[config.mk]
export PLATFORM = sky130hd
export DESIGN_NAME = nibble_serial_sub_seq
export DESIGN_NICKNAME = d
export VERILOG_FILES = /design/src/rtl/sub_seq_pkg.sv /design/src/rtl/nibble_serial_sub_seq.sv
export SDC_FILE = /design/constraint.sdc
export NUM_CORES = 1
export LEC_CHECK = 0
export ABC_AREA = 1
export ABC_CLOCK_PERIOD_IN_PS = 3400
export CAP_MARGIN = 20
export CORE_MARGIN = 3
export CORE_UTILIZATION = 38
export CTS_BUF_LIST = sky130_fd_sc_hd__clkbuf_4
export DETAILED_ROUTE_END_ITERATION = 8
export PLACE_DENSITY = 0.67
export SLEW_MARGIN = 20
export SYNTH_ARGS = -nofsm -noshare
export SYNTH_HDL_FRONTEND = slang
export SYNTH_SLANG_ARGS = --single-unit
[constraint.sdc]
create_clock -name clk -period 3.4 [get_ports clk]
set_input_delay 0.68 -clock clk [delete_from_list [all_inputs] [get_ports clk]]
set_output_delay 0.68 -clock clk [all_outputs]
set_load 0.005 [all_outputs]
[src/rtl/sub_seq_pkg.sv]
// ---------------------------------------------------------------------------
// sub_seq_pkg
//   Shared definitions for the nibble-serial subtract sequencer.
//   NIB_W   : width of one operand nibble handed to the nibble stage.
//   state_t : sequencer FSM states, 2-bit encoding.
// ---------------------------------------------------------------------------
package sub_seq_pkg;

   localparam int NIB_W = 4;

   typedef enum logic [1:0] {
      IDLE  = 2'd0,
      ISSUE = 2'd1,
      DRAIN = 2'd2,
      DONE  = 2'd3
   } state_t;

endpackage : sub_seq_pkg

[src/rtl/nibble_serial_sub_seq.sv]
// ---------------------------------------------------------------------------
// nibble_serial_sub_seq
//   Computes A - B - Bin over WIDTH = 4*NIBBLES bits by walking an external,
//   registered 4-bit subtract stage one nibble per cycle, LSB nibble first.
//   The stage's borrow is chained back into it. The wide difference, the
//   final borrow and a zero flag are then presented on a valid/ready port.
//
// Ports
//   clk, rst_n                  clock, asynchronous active-low reset
//   start_valid / start_ready   operand handshake (ready only in IDLE)
//   op_a, op_b, borrow_in       minuend, subtrahend, initial borrow
//   nib_a, nib_b, nib_bin       to the nibble stage ([0:3], element 3 = LSB)
//   nib_diff, nib_bout          from the nibble stage (registered, 1 cycle)
//   res_valid / res_ready       result handshake (valid only in DONE)
//   result, borrow_out, zero    difference mod 2^WIDTH, MSB borrow, result==0
// ---------------------------------------------------------------------------
module nibble_serial_sub_seq
   import sub_seq_pkg::*;
#(
   parameter  int NIBBLES = 4,
   localparam int WIDTH   = NIB_W * NIBBLES
) (
   input  logic               clk,
   input  logic               rst_n,
   input  logic               start_valid,
   output logic               start_ready,
   input  logic [WIDTH-1:0]   op_a,
   input  logic [WIDTH-1:0]   op_b,
   input  logic               borrow_in,
   output logic [0:NIB_W-1]   nib_a,
   output logic [0:NIB_W-1]   nib_b,
   output logic               nib_bin,
   input  logic [0:NIB_W-1]   nib_diff,
   input  logic               nib_bout,
   output logic               res_valid,
   input  logic               res_ready,
   output logic [WIDTH-1:0]   result,
   output logic               borrow_out,
   output logic               zero
);

   localparam int                IDX_W    = (NIBBLES > 1) ? $clog2(NIBBLES) : 1;
   localparam logic [IDX_W-1:0]  LAST_IDX = IDX_W'(NIBBLES - 1);

   state_t             state_q, state_d;
   logic [IDX_W-1:0]   idx_q, idx_d;
   logic [WIDTH-1:0]   op_a_q, op_a_d;
   logic [WIDTH-1:0]   op_b_q, op_b_d;
   logic               bin_q, bin_d;
   logic [WIDTH-1:0]   result_q, result_d;
   logic               borrow_q, borrow_d;
   logic               zero_q, zero_d;

   always_comb begin
      state_d  = state_q;
      idx_d    = idx_q;
      op_a_d   = op_a_q;
      op_b_d   = op_b_q;
      bin_d    = bin_q;
      result_d = result_q;
      borrow_d = borrow_q;
      zero_d   = zero_q;
      nib_a    = '0;
      nib_b    = '0;
      nib_bin  = 1'b0;

      case (state_q)
         IDLE: begin
            if (start_valid) begin
               op_a_d  = op_a;
               op_b_d  = op_b;
               bin_d   = borrow_in;
               idx_d   = '0;
               state_d = ISSUE;
            end
         end

         ISSUE: begin
            // Assigning a [3:0] slice to a [0:3] port maps operand bit 4*idx
            // onto element 3, so the numeric nibble value is preserved.
            for (int i = 0; i < NIBBLES; i++) begin
               if (idx_q == IDX_W'(i)) begin
                  nib_a = op_a_q[i*NIB_W +: NIB_W];
                  nib_b = op_b_q[i*NIB_W +: NIB_W];
               end
            end
            // The stage output is only meaningful once it has seen nibble 0.
            nib_bin = (idx_q == '0) ? bin_q : nib_bout;
            for (int i = 1; i < NIBBLES; i++) begin
               if (idx_q == IDX_W'(i)) begin
                  result_d[(i-1)*NIB_W +: NIB_W] = nib_diff;
               end
            end
            if (idx_q == LAST_IDX) begin
               state_d = DRAIN;
            end else begin
               idx_d = idx_q + 1'b1;
            end
         end

         DRAIN: begin
            // Last nibble leaves the stage this cycle; zero must see it too.
            result_d[WIDTH-NIB_W +: NIB_W] = nib_diff;
            borrow_d = nib_bout;
            zero_d   = (result_d == '0);
            state_d  = DONE;
         end

         DONE: begin
            if (res_ready) begin
               state_d = IDLE;
            end
         end

         default: state_d = IDLE;
      endcase
   end

   always_ff @(posedge clk or negedge rst_n) begin
      if (!rst_n) begin
         state_q  <= IDLE;
         idx_q    <= '0;
         result_q <= '0;
         borrow_q <= 1'b0;
         zero_q   <= 1'b0;
      end else begin
         state_q  <= state_d;
         idx_q    <= idx_d;
         result_q <= result_d;
         borrow_q <= borrow_d;
         zero_q   <= zero_d;
      end
   end

   // Operand latches carry data only; they are always reloaded before use.
   always_ff @(posedge clk) begin
      op_a_q <= op_a_d;
      op_b_q <= op_b_d;
      bin_q  <= bin_d;
   end

   assign start_ready = (state_q == IDLE);
   assign res_valid   = (state_q == DONE);
   assign result      = result_q;
   assign borrow_out  = borrow_q;
   assign zero        = zero_q;

endmodule : nibble_serial_sub_seq

# == Word-level counts from Yosys, hierarchy flattened ==
# Cells that the tools add are included.
# word_totals
register_bits,55
inputBits,42
elab_cells,51
# classes
n_addsub,1
eq_ne,10
n_mux,19
reduce_logical,10
# ops
op,count
4-bit two-way mux,10
16-bit logical NOT,1
2-bit two-way mux,5
"2-bit == test, second input constant",4
2-bit one-hot mux with 4 select lines,1
2-bit AND reduction,4
"2-bit != test, second input constant",3
3-bit AND reduction,2
"2-bit by 1-bit == test with 1-bit output, second input constant",2
2-bit logical NOT,2
2-bit one-hot mux with 2 select lines,1
"2-bit by 1-bit adder with 2-bit output, second input constant",1
1-bit two-way mux,2
"2-bit by 1-bit != test with 1-bit output, second input constant",1
2-bit nonzero test,1

# == Longest topological paths before layout ==
# depth
word_depth,6
depth_mapped,9

# == Worst setup path before layout ==
# Ideal clock, no wire load.
# synth_path
path_kind,reg2out
start,register idx_q[0]
end,output port nib_a[2] in the netlist's numbering
arrival_time_ns,1.169
setup_slack_ns,1.551
path_stages_with_launch,9
n_path_buf,2
path_cell_list,dfrtp_1 -> inv_1 -> ha_1 -> buf_6 -> buf_6 -> a21oi_1 -> nand2_1 -> nand2_1 -> nand2_1
# synth_between
elab_chain_cells,6
elab_cells_between_ends,9
classes_between,3 x eq/ne; 5 x mux; 1 x reduce/logical
# synth_rtl
element,line_no,rtl
start: declaration,nibble_serial_sub_seq.sv:46,"logic [IDX_W-1:0] idx_q, idx_d;"
start signal: assignment,nibble_serial_sub_seq.sv:128,idx_q <= idx_d;
2-bit logical NOT,nibble_serial_sub_seq.sv:82,if (idx_q == IDX_W'(i)) begin
4-bit two-way mux (3 in a row),nibble_serial_sub_seq.sv:82,
4-bit two-way mux *,nibble_serial_sub_seq.sv:82,
4-bit two-way mux *,nibble_serial_sub_seq.sv:67,case (state_q)
end: declaration,nibble_serial_sub_seq.sv:30,"output logic [0:NIB_W-1] nib_a,"
# Mark *: on every way between the ends. The rest lies on a longest branch, timed or not.

# == Final worst setup path ==
# layout_path
start,register idx_q[0]
end,output port nib_a[3] in the netlist's numbering
# Same word-level chain as after synthesis.

==> run metrics <==
Synth Register Bits=55; Worst Skew=8.494 ps; TritonCTS buffer count=5; Slew HR=between 50% and 60%; detailed placer's ending HPWL=around 3.4 mm; First-pass DRT Iterations=4; clock sink count=55; area taken by multi-input logic gates=695.7 sq um; clock-pin slew on the worst setup and hold paths=150 ps; Worst EP arrival=about 2300 ps; syn_nets=275; routability cong.=0.7569; antenna cells=0; critical path class=flop to output port; CTS Hold Bufs=0; DR DRC count=0; RSZ-0062 raised after global routing=no; Slew @ Worst Pin=about 650 ps; Final Setup Violations=0; gr ovfl total=0; Syn-to-layout area delta=35.87%; Worst Path Max Fanout=17; crit path from=idx_q[0]; highest ir drop seen on vdd=between 0.0002 and 0.0003 V; max-capacitance violation count=0; pwr dens=764.2 nW/um^2; routed wire length per instance=12.79 microns; Syn Area/Cell=10.65 sq um; Seq/Total Area, Yosys=64.60%; Ys Warns=0; Clock Latency Late Sink=380 ps; port bufs=70; post-CTS setup buffer count=0; delay-heaviest family, CP=buffers and inverters; Syn Inst Count=between 200 and 250; library cells used by synthesis=22; Critical Path Sink Type=output port; Final Max Slew Viols=0; DR vias=1737; Cell Area, Synth=2386 sq um; vias in the first global route=1709; Most common cell on crit path=nand2_1; drt via density=about 4.7; ratio of cells with drive above 1 in the final layout=approximately 6.4%; Core ar.=5991 sq um; die area=7266 sq um; final hold violations=0; worst hold slack=239.0 ps; period utilization=between 80% and 90%; gr usage total=13.96%; final wirelength=4.772 mm; maximum clock rate=~0.33 GHz; Leakage=1.405 nW; Die X-Extent=85.24 microns; crit path cell chain=inv_1 > ha_1 > a21oi_1 > nand2_1 > nand2_1 > nand2_1 > clkdlybuf4s50_1; worst r2r src=idx_q[0]; Critical path buffers and inverters=2; commonest cells after routing, fill and taps aside=clkdlybuf4s50_1, nand2_1, edfxtp_1, inv_1, dfrtp_1; max incr delay on CP=580 ps; Fillers=537; largest net degree at the start of global routing=34; setup TNS=0 ps; worst hold path class=input port to asynchronous set/reset pin; outcome=complete, no violations; Clock Tree Buf Depth=2; required time of the critical path=~2700 ps; H-Tree Level Count=2; cts repair resizes=0; Ports=71; leading cell type in the layout, fill and taps excluded=clkdlybuf4s50_1; CTS root buffer=clkbuf_4; antenna viol nets, final=0; # rows=28; Final #Nets=approximately 350; crit path launch type=flop; TritonCTS clock tree=done; initial antenna violation count=0; Seq. cell area=1541 sq um; Final Critical Period=~3000 ps; DIE HEIGHT=85.24 microns; DR iter-0 viols=86; Critical-path top delay cell=ha_1; first-pass GRT wire length=8.004 mm; Initial Util=39.83%
-- routing by layer --
layer  up-vias  share of wire, %  track usage (%)
met4         0               1.3            4.460
met1       787                45            18.38
li1        877                 -                -
met5         -                 0                0
met3         7               7.9            4.369
met2        66                46            22.03
-- through the flow --
step	worst slack [ps]	utilization (%)	power (mW)	instances	instance area, sq um
floorplan	1551	-	1.596	224	2386
global placement	855.3	52.44	2.046	365	3142
detailed placement	819.1	52.44	2.075	365	3142
CTS	409.5	54.20	2.512	373	3247
global route	222.3	54.11	2.675	373	3242
finish	399.3	54.11	2.478	373	3242
-- worst register-to-register path, cell delays in order (launching register included) --
cell and delay (ps):
dfrtp_1 470, inv_1 110, ha_1 580, nand2_1 290, o21ai_0 230
-- registers in the layout, indices dropped and copies added, names as in the netlist --
name        flops
op_a_q         16
op_b_q         16
result         16
idx_q           2
state_q         2
bin_q           1
borrow_out      1
zero            1
-- synth_stat cells --
cell type	instances	area (sq um)
inv_1	23	86.33
inv_2	2	7.510
nand2_1	65	244.0
nor2_1	10	37.54
buf_6	3	33.78
a21oi_1	17	85.08
nand2_4	2	22.52
buf_2	1	5.000
nor3_1	1	5.000
nand2_2	1	6.260
o21ai_1	3	15.01
o21a_1	1	7.510
o21ai_0	16	80.08
nand3_1	10	50.05
dfrtp_1	22	550.5
ha_1	9	112.6
inv_6	1	8.760
o21ai_2	1	8.760
nor2_4	1	11.26
edfxtp_1	33	991.0
buf_4	1	7.510
nand3_2	1	10.01
-- power breakdown --
| group | switching, mW | internal [mW] |
|---|---|---|
| combinational | 0.493 | 0.505 |
| clock | 0.196 | 0.238 |
| sequential | 0.117 | 0.929 |
| total | 0.806 | 1.67 |
-- final cells by class --
cell class,count,share of cell area (%)
clock inverters,2,1.853
repair buffers,71,21.69
inverters,26,3.165
multi-input cells,138,21.46
well taps,75,2.895
clock buffers,6,1.389
flip-flops and latches,55,47.55
-- path summary, 6_finish.rpt --
kind	end	slack [ps]	cells past startpoint
worst max-delay path	nib_a[3]	400	7
worst min-delay path	idx_q[0]	240	1
worst max register to register	result[5]	1640	4
worst min register to register	result[14]	500	1
max in group asynchronous	result[10]	2830	1
min in group clk	result[14]	500	1
-- logic make-up (layout without fill, tap and decap cells) --
group,count (synthesis),count (layout),share of synthesized area [%]
AOI/OAI and AO/OA,38,38,8.233
adders and majority gates,9,9,4.720
buffers and inverters,31,105,6.240
DFF,55,55,64.60
and+or+nand+nor,91,91,16.20
(Power assumes the default switching activity.)
